File: src/rtl/spi_master_ctrl_if.sv
// +----------------------------------------------------------------------------+
// | Module      : spi_master_ctrl_if                                           |
// | Description : Bus-side strobes and data words between the Wishbone slave   |
// |               front end and the SPI master sequencer.                      |
// | Revision    : 1.0                                                          |
// +----------------------------------------------------------------------------+
`default_nettype none

interface spi_master_ctrl_if;
  logic [10:0] dout;
  logic        cmd;
  logic        wr;
  logic        rd;
  logic [9:0]  din;
  logic        ack;

  modport master (output dout, cmd, wr, rd, input  din, ack);
  modport slave  (input  dout, cmd, wr, rd, output din, ack);
endinterface

`default_nettype wire

File: src/rtl/spi_master_ctrl.sv
// +----------------------------------------------------------------------------+
// | Module      : spi_master_ctrl                                              |
// | Description : Configuration register plus 8-bit full-duplex SPI master     |
// |               (modes 0-3) driven by level strobes from the bus front end.  |
// | Revision    : 1.0                                                          |
// +----------------------------------------------------------------------------+
`default_nettype none

module spi_master_ctrl #(
  parameter logic [7:0] DIV_RESET  = 8'd3,
  parameter logic       CPOL_RESET = 1'b0,
  parameter logic       CPHA_RESET = 1'b0
) (
  input  wire logic           clk,
  input  wire logic           rst,
  spi_master_ctrl_if.slave    bus,
  output logic                spi_sclk,
  output logic                spi_mosi,
  input  wire logic           spi_miso,
  output logic                spi_ss_n
);

  localparam logic [1:0] c_st_idle  = 2'd0;
  localparam logic [1:0] c_st_setup = 2'd1;
  localparam logic [1:0] c_st_shift = 2'd2;
  localparam logic [1:0] c_st_hold  = 2'd3;

  logic [1:0] state_q,    state_d;
  logic       req_q,      req_d;
  logic       ack_q,      ack_d;
  logic [7:0] div_q,      div_d;
  logic       cpol_q,     cpol_d;
  logic       cpha_q,     cpha_d;
  logic       ss_en_q,    ss_en_d;
  logic [7:0] cnt_q,      cnt_d;
  logic [4:0] edge_cnt_q, edge_cnt_d;
  logic [7:0] tx_sr_q,    tx_sr_d;
  logic [7:0] rx_sr_q,    rx_sr_d;
  logic [7:0] rx_data_q,  rx_data_d;
  logic       rx_valid_q, rx_valid_d;
  logic       sclk_q,     sclk_d;
  logic       mosi_q,     mosi_d;
  logic       ss_n_q,     ss_n_d;
  logic       miso_q,     miso_d;
  logic       smp_pend_q, smp_pend_d;

  logic w_req;
  logic w_accept;
  logic w_busy;
  logic w_tick;
  logic w_lead;
  logic w_sample;
  logic w_done;

  always_comb begin
    w_req      = bus.cmd | bus.wr | bus.rd;
    w_accept   = w_req & ~req_q;
    w_busy     = (state_q != c_st_idle);
    w_tick     = (cnt_q == 8'd0);
    w_lead     = ~edge_cnt_q[0];
    w_sample   = w_lead ^ cpha_q;
    w_done     = 1'b0;

    state_d    = state_q;
    req_d      = w_req;
    ack_d      = w_accept;
    div_d      = div_q;
    cpol_d     = cpol_q;
    cpha_d     = cpha_q;
    ss_en_d    = ss_en_q;
    cnt_d      = cnt_q;
    edge_cnt_d = edge_cnt_q;
    tx_sr_d    = tx_sr_q;
    rx_sr_d    = rx_sr_q;
    rx_data_d  = rx_data_q;
    rx_valid_d = rx_valid_q;
    sclk_d     = sclk_q;
    mosi_d     = mosi_q;
    ss_n_d     = ss_n_q;
    miso_d     = spi_miso;
    smp_pend_d = 1'b0;

    // Sampling is deferred one clock so the registered miso reflects the line at the edge.
    if (smp_pend_q) begin
      rx_sr_d = {rx_sr_q[6:0], miso_q};
    end

    if (w_busy) begin
      cnt_d = w_tick ? div_q : cnt_q - 8'd1;
    end

    case (state_q)
      c_st_idle: begin
        sclk_d = cpol_q;
      end
      c_st_setup, c_st_shift: begin
        if (w_tick) begin
          if (edge_cnt_q == 5'd16) begin
            state_d = c_st_hold;
          end else begin
            state_d    = c_st_shift;
            sclk_d     = ~sclk_q;
            edge_cnt_d = edge_cnt_q + 5'd1;
            if (w_sample) begin
              smp_pend_d = 1'b1;
            end else if (cpha_q || (edge_cnt_q != 5'd15)) begin
              mosi_d  = tx_sr_q[7];
              tx_sr_d = {tx_sr_q[6:0], 1'b0};
            end
          end
        end
      end
      c_st_hold: begin
        if (w_tick) begin
          state_d    = c_st_idle;
          ss_n_d     = 1'b1;
          rx_data_d  = rx_sr_q;
          rx_valid_d = 1'b1;
          w_done     = 1'b1;
        end
      end
      default: begin
        state_d = c_st_idle;
      end
    endcase

    if (w_accept) begin
      if (bus.cmd) begin
        if (!w_busy) begin
          div_d   = bus.dout[7:0];
          cpol_d  = bus.dout[8];
          cpha_d  = bus.dout[9];
          ss_en_d = bus.dout[10];
        end
      end else if (bus.wr) begin
        if (!w_busy) begin
          state_d    = c_st_setup;
          cnt_d      = div_q;
          edge_cnt_d = 5'd0;
          ss_n_d     = ~ss_en_q;
          tx_sr_d    = bus.dout[7:0];
          if (!cpha_q) begin
            mosi_d  = bus.dout[7];
            tx_sr_d = {bus.dout[6:0], 1'b0};
          end
        end
      end else if (!w_done) begin
        rx_valid_d = 1'b0;
      end
    end
  end

  always_ff @(posedge clk) begin
    if (rst) begin
      state_q    <= c_st_idle;
      req_q      <= 1'b0;
      ack_q      <= 1'b0;
      div_q      <= DIV_RESET;
      cpol_q     <= CPOL_RESET;
      cpha_q     <= CPHA_RESET;
      ss_en_q    <= 1'b1;
      cnt_q      <= 8'd0;
      edge_cnt_q <= 5'd0;
      tx_sr_q    <= 8'd0;
      rx_sr_q    <= 8'd0;
      rx_data_q  <= 8'd0;
      rx_valid_q <= 1'b0;
      sclk_q     <= CPOL_RESET;
      mosi_q     <= 1'b0;
      ss_n_q     <= 1'b1;
      miso_q     <= 1'b0;
      smp_pend_q <= 1'b0;
    end else begin
      state_q    <= state_d;
      req_q      <= req_d;
      ack_q      <= ack_d;
      div_q      <= div_d;
      cpol_q     <= cpol_d;
      cpha_q     <= cpha_d;
      ss_en_q    <= ss_en_d;
      cnt_q      <= cnt_d;
      edge_cnt_q <= edge_cnt_d;
      tx_sr_q    <= tx_sr_d;
      rx_sr_q    <= rx_sr_d;
      rx_data_q  <= rx_data_d;
      rx_valid_q <= rx_valid_d;
      sclk_q     <= sclk_d;
      mosi_q     <= mosi_d;
      ss_n_q     <= ss_n_d;
      miso_q     <= miso_d;
      smp_pend_q <= smp_pend_d;
    end
  end

  assign bus.din  = {w_busy, rx_valid_q, rx_data_q};
  assign bus.ack  = ack_q;
  assign spi_sclk = sclk_q;
  assign spi_mosi = mosi_q;
  assign spi_ss_n = ss_n_q;

endmodule

`default_nettype wire

File: src/flat_wrapper.sv
// flat-port wrapper written by rule: the top's interface ports become plain ports
module spi_master_ctrl_flat 
#(
  parameter logic [7:0] DIV_RESET  = 8'd3,
  parameter logic       CPOL_RESET = 1'b0,
  parameter logic       CPHA_RESET = 1'b0
)
  (clk, rst, spi_sclk, spi_mosi, spi_miso, spi_ss_n, bus_dout, bus_cmd, bus_wr, bus_rd, bus_din, bus_ack);
  spi_master_ctrl_if bus_i ();
  input  wire logic clk;
  input  wire logic rst;
  output logic spi_sclk;
  output logic spi_mosi;
  input  wire logic spi_miso;
  output logic spi_ss_n;
  input wire logic [$bits(bus_i.dout)-1:0] bus_dout;
  input wire logic [$bits(bus_i.cmd)-1:0] bus_cmd;
  input wire logic [$bits(bus_i.wr)-1:0] bus_wr;
  input wire logic [$bits(bus_i.rd)-1:0] bus_rd;
  output wire logic [$bits(bus_i.din)-1:0] bus_din;
  output wire logic [$bits(bus_i.ack)-1:0] bus_ack;
  assign bus_i.dout = bus_dout;
  assign bus_i.cmd = bus_cmd;
  assign bus_i.wr = bus_wr;
  assign bus_i.rd = bus_rd;
  assign bus_din = bus_i.din;
  assign bus_ack = bus_i.ack;
  spi_master_ctrl #(.DIV_RESET(DIV_RESET), .CPOL_RESET(CPOL_RESET), .CPHA_RESET(CPHA_RESET)) u_core (.clk(clk), .rst(rst), .bus(bus_i), .spi_sclk(spi_sclk), .spi_mosi(spi_mosi), .spi_miso(spi_miso), .spi_ss_n(spi_ss_n));
endmodule
File: config.mk
export PLATFORM = sky130hd
export DESIGN_NAME = spi_master_ctrl_flat
export DESIGN_NICKNAME = d
export VERILOG_FILES = /design/src/rtl/spi_master_ctrl_if.sv /design/src/rtl/spi_master_ctrl.sv /design/src/flat_wrapper.sv
export SDC_FILE = /design/constraint.sdc
export NUM_CORES = 1
export LEC_CHECK = 0
export ABC_AREA = 1
export CAP_MARGIN = 30
export CORE_MARGIN = 5
export CORE_UTILIZATION = 56
export CTS_CLUSTER_DIAMETER = 40
export DETAILED_ROUTE_END_ITERATION = 7
export DONT_BUFFER_PORTS = 1
export PLACE_DENSITY_LB_ADDON = 0.25
export RECOVER_POWER = 25
export SLEW_MARGIN = 20
export SYNTH_ARGS = -nofsm -noshare
export SYNTH_HDL_FRONTEND = slang
export SYNTH_SLANG_ARGS = --single-unit
File: constraint.sdc
create_clock -name clk -period 1.7 [get_ports clk]
set_input_delay 0 -clock clk [delete_from_list [all_inputs] [get_ports clk]]
set_output_delay 0 -clock clk [all_outputs]
set_load 0.03 [all_outputs]
== Word level (Yosys, flattened, before mapping) ==
Index checks and enable logic that the tools add are counted.
Word-level totals
  register bits: 58
  input port bits: 17
  logic and storage cells: 107
  output and inout bits: 14
Cells by class
  eq/ne operators: 7
  bitwise gates (word level): 11
  add/sub/neg operators: 2
  mux-type cells: 59
  reductions and logical operators: 10
Operators by type and width (number)
  $mux 8: 16
  $mux 5: 7
  $mux 1: 28
  $mux 2: 6
  $logic_not 8->1: 1
  $sub 8x1->8 const B: 1
  $not 1->1: 7
  $reduce_and 3->1: 2
  $add 5x1->5 const B: 1
  $eq 5x5->1 const B: 1
  $ne 5x4->1 const B: 1
  $eq 2x2->1 const B: 2
  $pmux 2 s2: 1
  $reduce_bool 2->1: 2
  $reduce_or 4->1: 1
  $eq 2x1->1 const B: 1
  $logic_not 2->1: 1
  $ne 2x1->1 const B: 1
  $ne 2x2->1 const B: 1
  $or 1x1->1: 2
  $pmux 1 s2: 1
  $reduce_and 2->1: 1
  $reduce_or 2->1: 1
  $and 1x1->1: 1
  other kinds (2): 2

== Longest topological paths before layout ==
Gate-level depths: netlist of run 1.
  word-level depth: 12
  gate-level depth with buffers: 12
  mapped depth without buffers: 12

== Worst setup path before layout of run 1 ==
Ideal clock, no wire load.
  path type: flip-flop to flip-flop
  from: register u_core.edge_cnt_q[0]
  to: register u_core.mosi_q, in the netlist u_core.spi_mosi
  setup slack: 0.094 ns
  path buffers: 0
  cell stages (with the launch flop): 13
  data required time: 1.591 ns
  setup time: 0.109 ns
  arrival time: 1.497 ns
  clock period less this slack: 1.606 ns
  cell sequence: dfxtp_1 > ha_1 > inv_1 > nor3_1 > ha_1 > nand2_1 > nand2_1 > nor2_4 > nand3_2 > nand2_1 > nand3_1 > nand2_1 > inv_1
Between the ends
  word-level cells in the longest chain between the ends: 12
Ends and longest elaborated chain
  from (decl): line spi_master_ctrl.sv:36  | logic [4:0] edge_cnt_q, edge_cnt_d;
  from (signal assigned): line spi_master_ctrl.sv:182  | edge_cnt_q <= edge_cnt_d;
  $ne 5x4->1: line spi_master_ctrl.sv:106  | end else if (cpha_q || (edge_cnt_q != 5'd15)) begin
  $logic_or 1x1->1: line spi_master_ctrl.sv:106
  $mux 1: line spi_master_ctrl.sv:106
  $mux 1: line spi_master_ctrl.sv:104  | if (w_sample) begin
  $mux 1 *: line spi_master_ctrl.sv:98  | if (edge_cnt_q == 5'd16) begin
  $mux 1 *: line spi_master_ctrl.sv:97  | if (w_tick) begin
  $mux 1 *: line spi_master_ctrl.sv:92  | case (state_q)
  $mux 1: line spi_master_ctrl.sv:142  | if (!cpha_q) begin
  $mux 1: line spi_master_ctrl.sv:136  | if (!w_busy) begin
  $mux 1: line spi_master_ctrl.sv:135  | end else if (bus.wr) begin
  $mux 1: line spi_master_ctrl.sv:128  | if (bus.cmd) begin
  $mux 1 *: line spi_master_ctrl.sv:127  | if (w_accept) begin
  to (signal assigned): line spi_master_ctrl.sv:188  | mosi_q <= mosi_d;
  to (decl): line spi_master_ctrl.sv:42  | logic mosi_q, mosi_d;
Mark *: on every way between the ends. The rest lies on a longest branch, timed or not.
A chain may end at the register's enable or synchronous reset.

== Final worst setup path of run 1 ==
  from: register u_core.edge_cnt_q[1]
  to: register u_core.tx_sr_q[1]
Between the ends
  word-level cells in the longest chain between the ends: 11
Ends and longest elaborated chain
  $ne 5x4->1: line spi_master_ctrl.sv:106
  $logic_or 1x1->1: line spi_master_ctrl.sv:106
  $mux 8: line spi_master_ctrl.sv:106
  $mux 8: line spi_master_ctrl.sv:104
  $mux 8 *: line spi_master_ctrl.sv:98
  $mux 8 *: line spi_master_ctrl.sv:97
  $mux 8 *: line spi_master_ctrl.sv:92
  $mux 8: line spi_master_ctrl.sv:136
  $mux 8: line spi_master_ctrl.sv:135
  $mux 8: line spi_master_ctrl.sv:128
  $mux 8 *: line spi_master_ctrl.sv:127
  to (signal assigned): line spi_master_ctrl.sv:183  | tx_sr_q <= tx_sr_d;
  to (decl): line spi_master_ctrl.sv:37  | logic [7:0] tx_sr_q, tx_sr_d;
Marks and branches as above.

==> results of run 1 <==
==> per-stage QoR <==
stage	hold WS (ns)	instances	power [mW]	TNS [ns]
after global placement	0.07328	480	3.250	0
after global routing	0.04554	520	5.433	-0.06687
after detailed placement	0.07420	480	3.267	0
after CTS	0.03297	514	4.929	0
final	0.04672	520	5.105	0
after floorplan	0.1070	412	2.842	0
==> flip-flops by register name (all words and copies together) (netlist names), 2 cells and up <==
name,count
u_core.state_q,2
u_core.edge_cnt_q,5
u_core.rx_sr_q,8
u_core.tx_sr_q,8
u_core.div_q,8
u_core.cnt_q,8
u_core.rx_data_q,8
==> worst min path at each step <==
stage | startpoint | endpoint | cells after the start
floorplan | spi_miso | u_core.miso_q | 2
global placement | rst | u_core.cnt_q[5] | 1
detailed placement | rst | u_core.cnt_q[3] | 1
CTS | bus_cmd | u_core.div_q[3] | 4
global route | bus_cmd | u_core.div_q[7] | 4
finish | bus_cmd | u_core.cpha_q | 4
==> what timing repair did <==
action,in CTS,in global routing
hold endpoints to repair,37,0
resized for setup,0,7
endpoints found under the setup margin,0,15
setup buffers,0,5
hold buffers,18,0
==> cells by family (layout without fill, tap and decap cells) <==
logic type,Yosys count,in the layout,synth area share
AOI/OAI and AO/OA,71,71,0.1363
adders and majority gates,6,6,0.02664
and+or+nand+nor,214,215,0.3268
buffers and inverters,62,102,0.09502
DFF,58,58,0.4121
xor gates and xnor gates,1,1,0.003109
==> synth_stat cells <==
library cell / count / area, um2
o211ai_1: 2 / 15.01
a31oi_1: 7 / 43.79
buf_4: 6 / 45.04
inv_2: 4 / 15.01
buf_1: 1 / 3.750
nand3b_2: 1 / 11.26
nor3_1: 2 / 10.01
buf_6: 1 / 11.26
buf_2: 4 / 20.02
o21ai_0: 30 / 150.1
clkbuf_1: 4 / 15.01
nor2_1: 59 / 221.5
nor2_4: 3 / 33.78
nand2_1: 105 / 394.1
o21a_1: 2 / 15.01
xor2_1: 1 / 8.760
nand2_2: 3 / 18.77
nand3_2: 1 / 10.01
o21bai_1: 1 / 7.510
inv_1: 42 / 157.7
a22oi_1: 3 / 22.52
ha_1: 6 / 75.07
nand3_1: 23 / 115.1
nor2_2: 5 / 31.28
a21oi_1: 26 / 130.1
nand4_1: 12 / 75.07
dfxtp_1: 58 / 1161
==> routing by layer <==
layer	wire length, um	GRT usage
met5	0	0
met2	3445	0.3957
met1	3109	0.2732
met4	211	0.1233
met3	481	0.06319
==> cell type report <==
type / instances / area [um2] / share of cell area
Multi-Input combinational cell: 293 / 1416 / 0.4109
Sequential cell: 58 / 1161 / 0.3368
Timing Repair Buffer: 40 / 360.3 / 0.1045
Inverter: 46 / 172.7 / 0.05009
Clock buffer: 12 / 155.1 / 0.04501
Clock inverter: 4 / 97.59 / 0.02831
Tap cell: 67 / 83.83 / 0.02432
==> power by group <==
part	internal, mW	switching (mW)	total [mW]
sequential	1.53	0.170	1.70
clock	1.05	0.559	1.61
combinational	0.717	1.08	1.80
total	3.30	1.81	5.11
==> critical path: cells and delay by family, from the launching register on <==
family	cells	cell delay, ns
and+or+nand+nor	8	0.73
adders and majority gates	2	0.37
DFF	1	0.32
buffers and inverters	2	0.11
==> results.sh, run 1 <==
export IMPL_status="finished, final reports clean"
export IMPL_syn_inst=412
export IMPL_mostFrequentLayoutCells="105 x nand2_1, 59 x nor2_1, 58 x dfxtp_1, 41 x inv_1, 30 x o21ai_0"
export IMPL_num_rows=25
export IMPL_nets=471
export IMPL_start_util=0.5849
export IMPL_start_kind="flop"
export IMPL_required_ns=1.95
export IMPL_cp_end_kind="flop"
export IMPL_finalCritPeriodShare=0.9600
export IMPL_final_common_cell="nand2_1"
export IMPL_drc_errors=0
export IMPL_fin_worst_skew_ns=0.008883
export IMPL_fin_crit_ns=1.632
export IMPL_endpoint="u_core.tx_sr_q[1]"
export IMPL_finalSetupViolCount=0
export IMPL_fin_ws_ns=0.06793
export IMPL_crit_chain="ha_1 > inv_2 > nor3_2 > ha_1 > nand2_1 > nand2_1 > nor2_4 > nand3_2 > nand2_1 > nand3_1 > nand2_1 > inv_1"
export IMPL_die_h_um=80.94
export IMPL_yosysSeqAreaShare=0.4121
export IMPL_drv_slew=0
export IMPL_rr_startpoint="u_core.edge_cnt_q[1]"
export IMPL_die_w_um=80.94
export IMPL_crit_start="u_core.edge_cnt_q[1]"
export IMPL_cts_made_buffers=9
export IMPL_antenna_found_initial=0
export IMPL_clkSinkCount=58
export IMPL_cts_tree="yes"
export IMPL_dpl_hpwl_um=4682
export IMPL_cp_slowest_stage_delay_ns=0.32
export IMPL_fmax_mhz=612.7
export IMPL_die_area_um2=6550
export IMPL_fin_util=0.7156
export IMPL_dpl_instance_area_um2=2947
export IMPL_crit_top_cell="nand2_1"
export IMPL_powerDensity_nw_per_um2=1481
export IMPL_r2r_end="u_core.tx_sr_q[1]"
export IMPL_hp_class="in2reg"
export IMPL_cts_max_path_buffers=2
export IMPL_diodes=0
export IMPL_crit_fanout=4
export IMPL_portBuffers=0
export IMPL_final_hold_violation_count=0
export IMPL_coreArea_um2=4817
export IMPL_grt_total_usage=0.2356
export IMPL_grt_max_degree=30
export IMPL_synth_warnings=0
export IMPL_grt_ovfl_total=0
export IMPL_grt_pass1_wl_um=11790
export IMPL_first_pass_iters=4
export IMPL_wl_um=7247
export IMPL_maxSlewHeadroom=0.5384
export IMPL_syn_cell_area_um2=2818
export IMPL_ir_drop_uv=710.2
export IMPL_avgSynthCellArea_um2=6.839
export IMPL_worstPathArrival_ns=1.88
export IMPL_dr_total_vias=2830
export IMPL_drt_initial_drc_count=138
export IMPL_r2r_cells=12
export IMPL_htreeDepth=3
export IMPL_clockRootBuffer="clkbuf_8"
export IMPL_boundaryPins=31
export IMPL_grt_pass1_vias=2627
export IMPL_design_area_um2=3447
export IMPL_clkLatencyLatePin_ns=0.35
export IMPL_syn_nets=435
export IMPL_nFillCells=396
export IMPL_drt_vias_per_instance=5.442
export IMPL_regToRegSetupSlack_ns=0.07
export IMPL_dp_worst_setup_slack_ns=0.06285
export IMPL_crit_slowest_cell="dfxtp_1"
export IMPL_synth_seq_cells=58
export IMPL_clk_pin_slew_ns=0.07
export IMPL_gp_congestion=0.8815
export IMPL_syn_to_final_growth_pct=22.34
export IMPL_antenna_left=0
export IMPL_leakage_nw=1.593
export IMPL_cap_violations=0
export IMPL_synth_cell_types=27
export IMPL_max_slew_worst_pin_slew_ns=0.6917
export IMPL_drive_gt1_frac=0.1280
export IMPL_detail_route_wl_per_cell_um=13.94
export IMPL_critical_path_class="reg2reg"
(Power assumes the default switching activity.)
==> inputs of run 2 (changes only) <==
--- a/config.mk
+++ b/config.mk
@@ -18,3 +18,4 @@
 export SYNTH_ARGS = -nofsm -noshare
 export SYNTH_HDL_FRONTEND = slang
 export SYNTH_SLANG_ARGS = --single-unit
+export TNS_END_PERCENT = 20
==> constraint.sdc (replaced) <==
create_clock -name clk -period 1.5 [get_ports clk]
set_input_delay 0 -clock clk [delete_from_list [all_inputs] [get_ports clk]]
set_output_delay 0 -clock clk [all_outputs]
set_load 0.03 [all_outputs]
==> run 2 against run 1 <==
Net effect: the flow now finishes with violations (negative hold slack, negative setup slack); sequential power is 12% higher; critical path depth stayed put; cell area is 2.0% higher; total power is 15% higher; worst hold slack worse by 0.33 ns; largest cell class unchanged; largest power group unchanged.
==> results.sh, run 2 (same netlist as run 1, synthesis figures left out) <==
export IMPL_status="finished with violations"
export IMPL_violations="negative hold slack, negative setup slack"
export IMPL_nets=474
export IMPL_regToRegSetupSlack_ns=-0.03
export IMPL_portBuffers=0
export IMPL_fin_ws_ns=-0.02625
export IMPL_clkSinkCount=58
export IMPL_grt_ovfl_total=0
export IMPL_die_h_um=80.94
export IMPL_hold_path_end="u_core.div_q[6]"
export IMPL_place_inst=494
export IMPL_r2r_end="u_core.spi_mosi"
export IMPL_gp_congestion=0.8674
export IMPL_rr_startpoint="u_core.edge_cnt_q[1]"
export IMPL_finalSetupViolCount=2
export IMPL_fin_worst_skew_ns=0.01444
export IMPL_dr_total_vias=2772
export IMPL_r2r_cells=12
export IMPL_rsz0062_at_grt="true"
export IMPL_grt_total_usage=0.2308
export IMPL_drt_initial_drc_count=209
export IMPL_fmax_mhz=655.2
export IMPL_hold_depth=1
export IMPL_detail_route_wl_per_cell_um=13.59
export IMPL_worstPathArrival_ns=1.76
export IMPL_clockRootBuffer="clkbuf_8"
export IMPL_setup_tns_ns=-0.02720
export IMPL_boundaryPins=31
export IMPL_clkLatencyLatePin_ns=0.34
export IMPL_start_util=0.5849
export IMPL_maxSlewHeadroom=0.6922
export IMPL_crit_fanout=5
export IMPL_clk_pin_slew_ns=0.08
export IMPL_cts_max_path_buffers=2
export IMPL_start_kind="flop"
export IMPL_die_area_um2=6550
export IMPL_drc_errors=0
export IMPL_syn_to_final_growth_pct=24.82
export IMPL_wl_um=7109
export IMPL_hp_class="in2reg"
export IMPL_cts_tree="yes"
export IMPL_diodes=0
export IMPL_whs_ns=-0.2834
export IMPL_first_pass_iters=4
export IMPL_antenna_found_initial=0
export IMPL_coreArea_um2=4817
export IMPL_num_rows=25
export IMPL_final_hold_violation_count=30
export IMPL_drive_gt1_frac=0.2149
export IMPL_ir_drop_uv=1181
export IMPL_htreeDepth=3
export IMPL_antenna_left=0
export IMPL_final_common_cell="nand2_1"
export IMPL_leakage_nw=1.606
export IMPL_regArea_um2=1167
export IMPL_multi_input_comb_area_um2=1496
export IMPL_mostFrequentLayoutCells="101 x nand2_1, 53 x nor2_1, 53 x dfxtp_1, 35 x inv_1, 31 x buf_4"
export IMPL_critical_path_class="reg2reg"
export IMPL_finalCritPeriodShare=1.018
export IMPL_powerDensity_nw_per_um2=1669
export IMPL_required_ns=1.74
export IMPL_grt_pass1_wl_um=11820
export IMPL_drv_slew=0
export IMPL_min_from="rst"
export IMPL_fin_cells=523
export IMPL_cts_made_buffers=9
export IMPL_die_w_um=80.94
export IMPL_grt_max_degree=31
export IMPL_drt_vias_per_instance=5.300
export IMPL_max_slew_worst_pin_slew_ns=0.4616
export IMPL_cap_violations=0
export IMPL_ctsHoldBuffers=6
export IMPL_dpl_hpwl_um=4791
export IMPL_cp_end_kind="flop"
export IMPL_grt_pass1_vias=2733
export IMPL_nFillCells=408
export IMPL_fin_crit_ns=1.526
==> run 2: cell count changes in the layout (fill, tap and decap cells not counted), moves of 3 or more <==
cell           delta
buf_4            +12
clkinv_4          +3
dfxtp_1           -5
dfxtp_2           +5
dlygate4sd3_1    -11
ha_1              -4
ha_2              +3
inv_1             -6
inv_2             +4
nand2_1           -4
nand2_2           +3
nor2_1            -6
nor2_4            +5
==> run 2: worst max path at each step <==
stage	startpoint	end	slack [ns]	cells past startpoint
floorplan	u_core.edge_cnt_q[0]	u_core.spi_mosi	0.004	12
detailed placement	u_core.edge_cnt_q[0]	u_core.spi_mosi	-0.06	12
CTS	u_core.edge_cnt_q[1]	u_core.spi_mosi	-0.03	12
global placement	u_core.cnt_q[0]	u_core.edge_cnt_q[0]	-0.05	8
finish	u_core.edge_cnt_q[1]	u_core.spi_mosi	-0.03	12
global route	u_core.edge_cnt_q[1]	u_core.tx_sr_q[5]	-0.15	12
==> run 2: power by group <==
group          internal [mW]  switching [mW]
clock network          0.945           0.693
logic                  0.993            1.33
registers               1.74           0.170
total                   3.67            2.19
==> run 2: layout make-up <==
cell class / instances / share of cell area
timing repair buffer: 42 / 0.1021
sequential: 58 / 0.3319
inverter: 46 / 0.05123
timing repair inverter: 1 / 0.001423
multi-input combinational: 293 / 0.4255
clock buffer: 9 / 0.03522
tap: 67 / 0.02383
clock inverter: 7 / 0.02882
==> run 2: what timing repair did <==
item | in CTS | in global routing
resized for setup | 4 | 33
endpoints found under the setup margin | 22 | 45
setup buffers | 4 | 1
gates cloned | 1 | 1
pin swaps | 8 | 5
hold endpoints to repair | 36 | 28
==> run 2: critical path: stages, from the launching register on <==
cell and delay [ns]:
dfxtp_2 0.32, ha_2 0.17, inv_2 0.05, nor3_2 0.03, ha_2 0.16, nand2_1 0.06, nand2_2 0.06, nor2_4 0.17
nand3_4 0.12, nand2_2 0.08, nand3_2 0.07, nand2_1 0.09, inv_1 0.04
==> run 2: stage by stage <==
step / utilization / area (um2) / worst slack, ns / total power, mW / hold slack (ns)
after global routing: 0.7301 / 3517 / -0.1465 / 6.245 / -0.2948
after floorplan: - / 2834 / 0.004111 / 3.245 / 0.1070
after CTS: 0.7083 / 3412 / -0.02665 / 5.651 / -0.2810
after detailed placement: 0.6364 / 3065 / -0.05808 / 3.779 / 0.07528
final: 0.7301 / 3517 / -0.02625 / 5.869 / -0.2834
after global placement: 0.6364 / 3065 / -0.04593 / 3.752 / 0.07313
==> run 2: routing by layer <==
metal,global-route usage,vias to the layer above,share of wire
met5,0,-,0
met4,0.08615,0,0.012
met3,0.07095,8,0.070
met2,0.4023,78,0.49
met1,0.2641,1274,0.43
li1,-,1412,-
==> inputs of run 3 (changes only) <==
--- a/config.mk
+++ b/config.mk
@@ -5,7 +5,6 @@
 export SDC_FILE = /design/constraint.sdc
 export NUM_CORES = 1
 export LEC_CHECK = 0
-export ABC_AREA = 1
 export CAP_MARGIN = 30
 export CORE_MARGIN = 5
 export CORE_UTILIZATION = 56
==> run 3 against run 2 <==
Net effect: the flow finishes with violations (negative setup slack); sequential power decreased by 11%; sequential share of layout area down 3.4 points; synthesized cell count is 23% lower; cell area rose by 12%; critical endpoint is now u_core.spi_sclk; largest cell class unchanged.
==> results.sh, run 3 <==
export IMPL_fin_worst_skew_ns=0.01231
export IMPL_avgSynthCellArea_um2=8.774
export IMPL_required_ns=1.70
export IMPL_drt_vias_per_instance=6.600
export IMPL_dp_worst_setup_slack_ns=-0.2846
export IMPL_nets=405
export IMPL_boundaryPins=31
export IMPL_cp_end_kind="flop"
export IMPL_critical_path_class="reg2reg"
export IMPL_clkLatencyLatePin_ns=0.34
export IMPL_cp_top_family="simple AND/OR/NAND/NOR gates"
export IMPL_cts_max_path_buffers=2
export IMPL_yosys_most_used_dff="dfxtp_1"
export IMPL_coreArea_um2=4786
export IMPL_maxSlewHeadroom=0.6479
export IMPL_drt_initial_drc_count=385
export IMPL_first_pass_iters=6
export IMPL_dpl_hpwl_um=4846
export IMPL_violations="negative setup slack"
export IMPL_cts_tree="yes"
export IMPL_cap_violations=0
export IMPL_die_w_um=80.48
export IMPL_clk_pin_slew_ns=0.06
export IMPL_crit_chain="inv_2 > ha_4 > buf_6 > nor3b_4 > nand2_1 > buf_4 > o211ai_1 > a31oi_1"
export IMPL_gp_congestion=0.8881
export IMPL_dr_total_vias=2990
export IMPL_finalCritPeriodShare=1.249
export IMPL_syn_inst=317
export IMPL_start_util=0.5812
export IMPL_nFillCells=246
export IMPL_syn_to_final_growth_pct=41.25
export IMPL_leakage_nw=1.548
export IMPL_num_rows=25
export IMPL_synth_warnings=0
export IMPL_synth_area_leader_cell="dfxtp_1"
export IMPL_clockRootBuffer="clkbuf_8"
export IMPL_cp_num_buf_inv=3
export IMPL_drv_slew=0
export IMPL_portBuffers=0
export IMPL_synth_seq_cells=58
export IMPL_syn_nets=340
export IMPL_antenna_found_initial=0
export IMPL_cp_slowest_stage_delay_ns=0.33
export IMPL_clkSinkCount=58
export IMPL_setup_tns_ns=-8.919
export IMPL_grt_pass1_wl_um=14230
export IMPL_yosysTopAreaCellShare=0.4175
export IMPL_mostFrequentLayoutCells="54 x dfxtp_1, 50 x buf_4, 32 x nor2_1, 31 x nand2_1, 20 x a21oi_1"
export IMPL_finalSetupViolCount=37
export IMPL_max_slew_worst_pin_slew_ns=0.5148
export IMPL_drive_gt1_frac=0.3264
export IMPL_die_h_um=80.48
export IMPL_detail_route_wl_per_cell_um=22.34
export IMPL_powerDensity_nw_per_um2=1190
export IMPL_synth_edf_count=0
export IMPL_regArea_um2=1169
export IMPL_final_common_cell="dfxtp_1"
export IMPL_cts_made_buffers=9
export IMPL_fmax_mhz=533.8
export IMPL_antenna_left=0
export IMPL_synth_most_common_cell="dfxtp_1"
export IMPL_grt_total_usage=0.2933
export IMPL_hp_class="in2reg"
export IMPL_die_area_um2=6476
export IMPL_yosys_top_cells_area="dfxtp_1 42%, mux2i_1 6.8%, nor2_1 4.3%"
export IMPL_wl_um=10120
export IMPL_grt_pass1_vias=2765
export IMPL_syn_cell_area_um2=2781
export IMPL_worstPathArrival_ns=2.07
export IMPL_status="finished with violations"
export IMPL_final_hold_violation_count=0
export IMPL_drc_errors=0
export IMPL_ir_drop_uv=816.8
export IMPL_htreeDepth=3
export IMPL_synth_cell_types=49
export IMPL_start_kind="flop"
export IMPL_yosysSeqAreaShare=0.4175
export IMPL_multi_input_comb_area_um2=1742
export IMPL_yosys_top_cells_count="58 x dfxtp_1, 32 x nor2_1, 31 x nand2_1"
export IMPL_grt_max_degree=53
export IMPL_crit_slowest_cell="nor3b_4"
export IMPL_diodes=0
export IMPL_rsz0062_at_grt="true"
export IMPL_crit_fanout=10
export IMPL_fin_crit_ns=1.873
export IMPL_fin_ws_ns=-0.3734
export IMPL_grt_ovfl_total=0
export IMPL_synth_async_reset_ratio=0
run 3: cell types whose count changed in the layout (fill, tap and decap cells not counted), sizes merged, moves of 19 or more:
| cell | change |
|---|---|
| nand3 | -20 |
| buf | +22 |
| inv | -35 |
| mux2i | +19 |
| nand2 | -77 |
| nor2 | -35 |
run 3: routing by layer:
metal	wire, um	global-route usage
met2	4938	0.4925
met5	0	0
met1	3664	0.3433
met4	663	0.1672
met3	856	0.06278
run 3: worst paths after layout:
path         slack [ns]       startpoint              endpoint  cells after the start
max               -0.37  u_core.cnt_q[0]       u_core.spi_sclk                      8
min reg2reg        0.49  u_core.div_q[3]       u_core.div_q[3]                      2
max reg2reg       -0.37  u_core.cnt_q[0]       u_core.spi_sclk                      8
min                0.04              rst  u_core.edge_cnt_q[4]                      2
run 3: cells by family after synthesis:
logic type,synth area share
compound gates,0.1876
simple gates,0.2326
xor+xnor,0.009448
fa+ha+maj,0.02699
flops,0.4175
mux,0.07647
buf+inv,0.04948
run 3: where the power goes:
part / internal, mW / switching [mW]
clock: 1.19 / 0.633
combinational: 0.499 / 0.658
sequential: 1.62 / 0.0804
total: 3.30 / 1.37
run 3: through the flow:
step           hold slack [ns]  instances  utilization  instance area (um2)  total power, mW
6_report               0.04280        453       0.8209                 3929            4.674
5_1_grt                0.03296        453       0.8209                 3929            4.824
4_1_cts                0.01935        449       0.7911                 3786            4.464
3_5_place_dp           0.07212        414       0.6698                 3206            2.529
3_3_place_gp           0.07103        414       0.6698                 3206            2.516
2_1_floorplan           0.1243        317            -                 2845            2.243
run 3: cell type report:
type                       count  share of cell area
sequential                    58              0.2975
tap                           67             0.02134
clock inverter                 4             0.02516
clock buffer                  11             0.03853
timing repair buffer          75              0.1637
multi-input combinational    227              0.4433
inverter                      11             0.01051
run 3: worst reg2reg max path, cell delays in order (launching register included):
cell and delay (ns):
dfxtp_2 0.32, inv_2 0.07, ha_4 0.15, buf_6 0.11
nor3b_4 0.34, nand2_1 0.16, buf_4 0.23, o211ai_1 0.22
a31oi_1 0.13
run 3: timing repair:
action	in CTS	in global routing
setup buffers	1	4
gates cloned	1	0
pin swaps	4	17
endpoints found under the hold margin	52	0
hold buffers	19	0
resized for setup	30	20
endpoints found under the setup margin	37	46
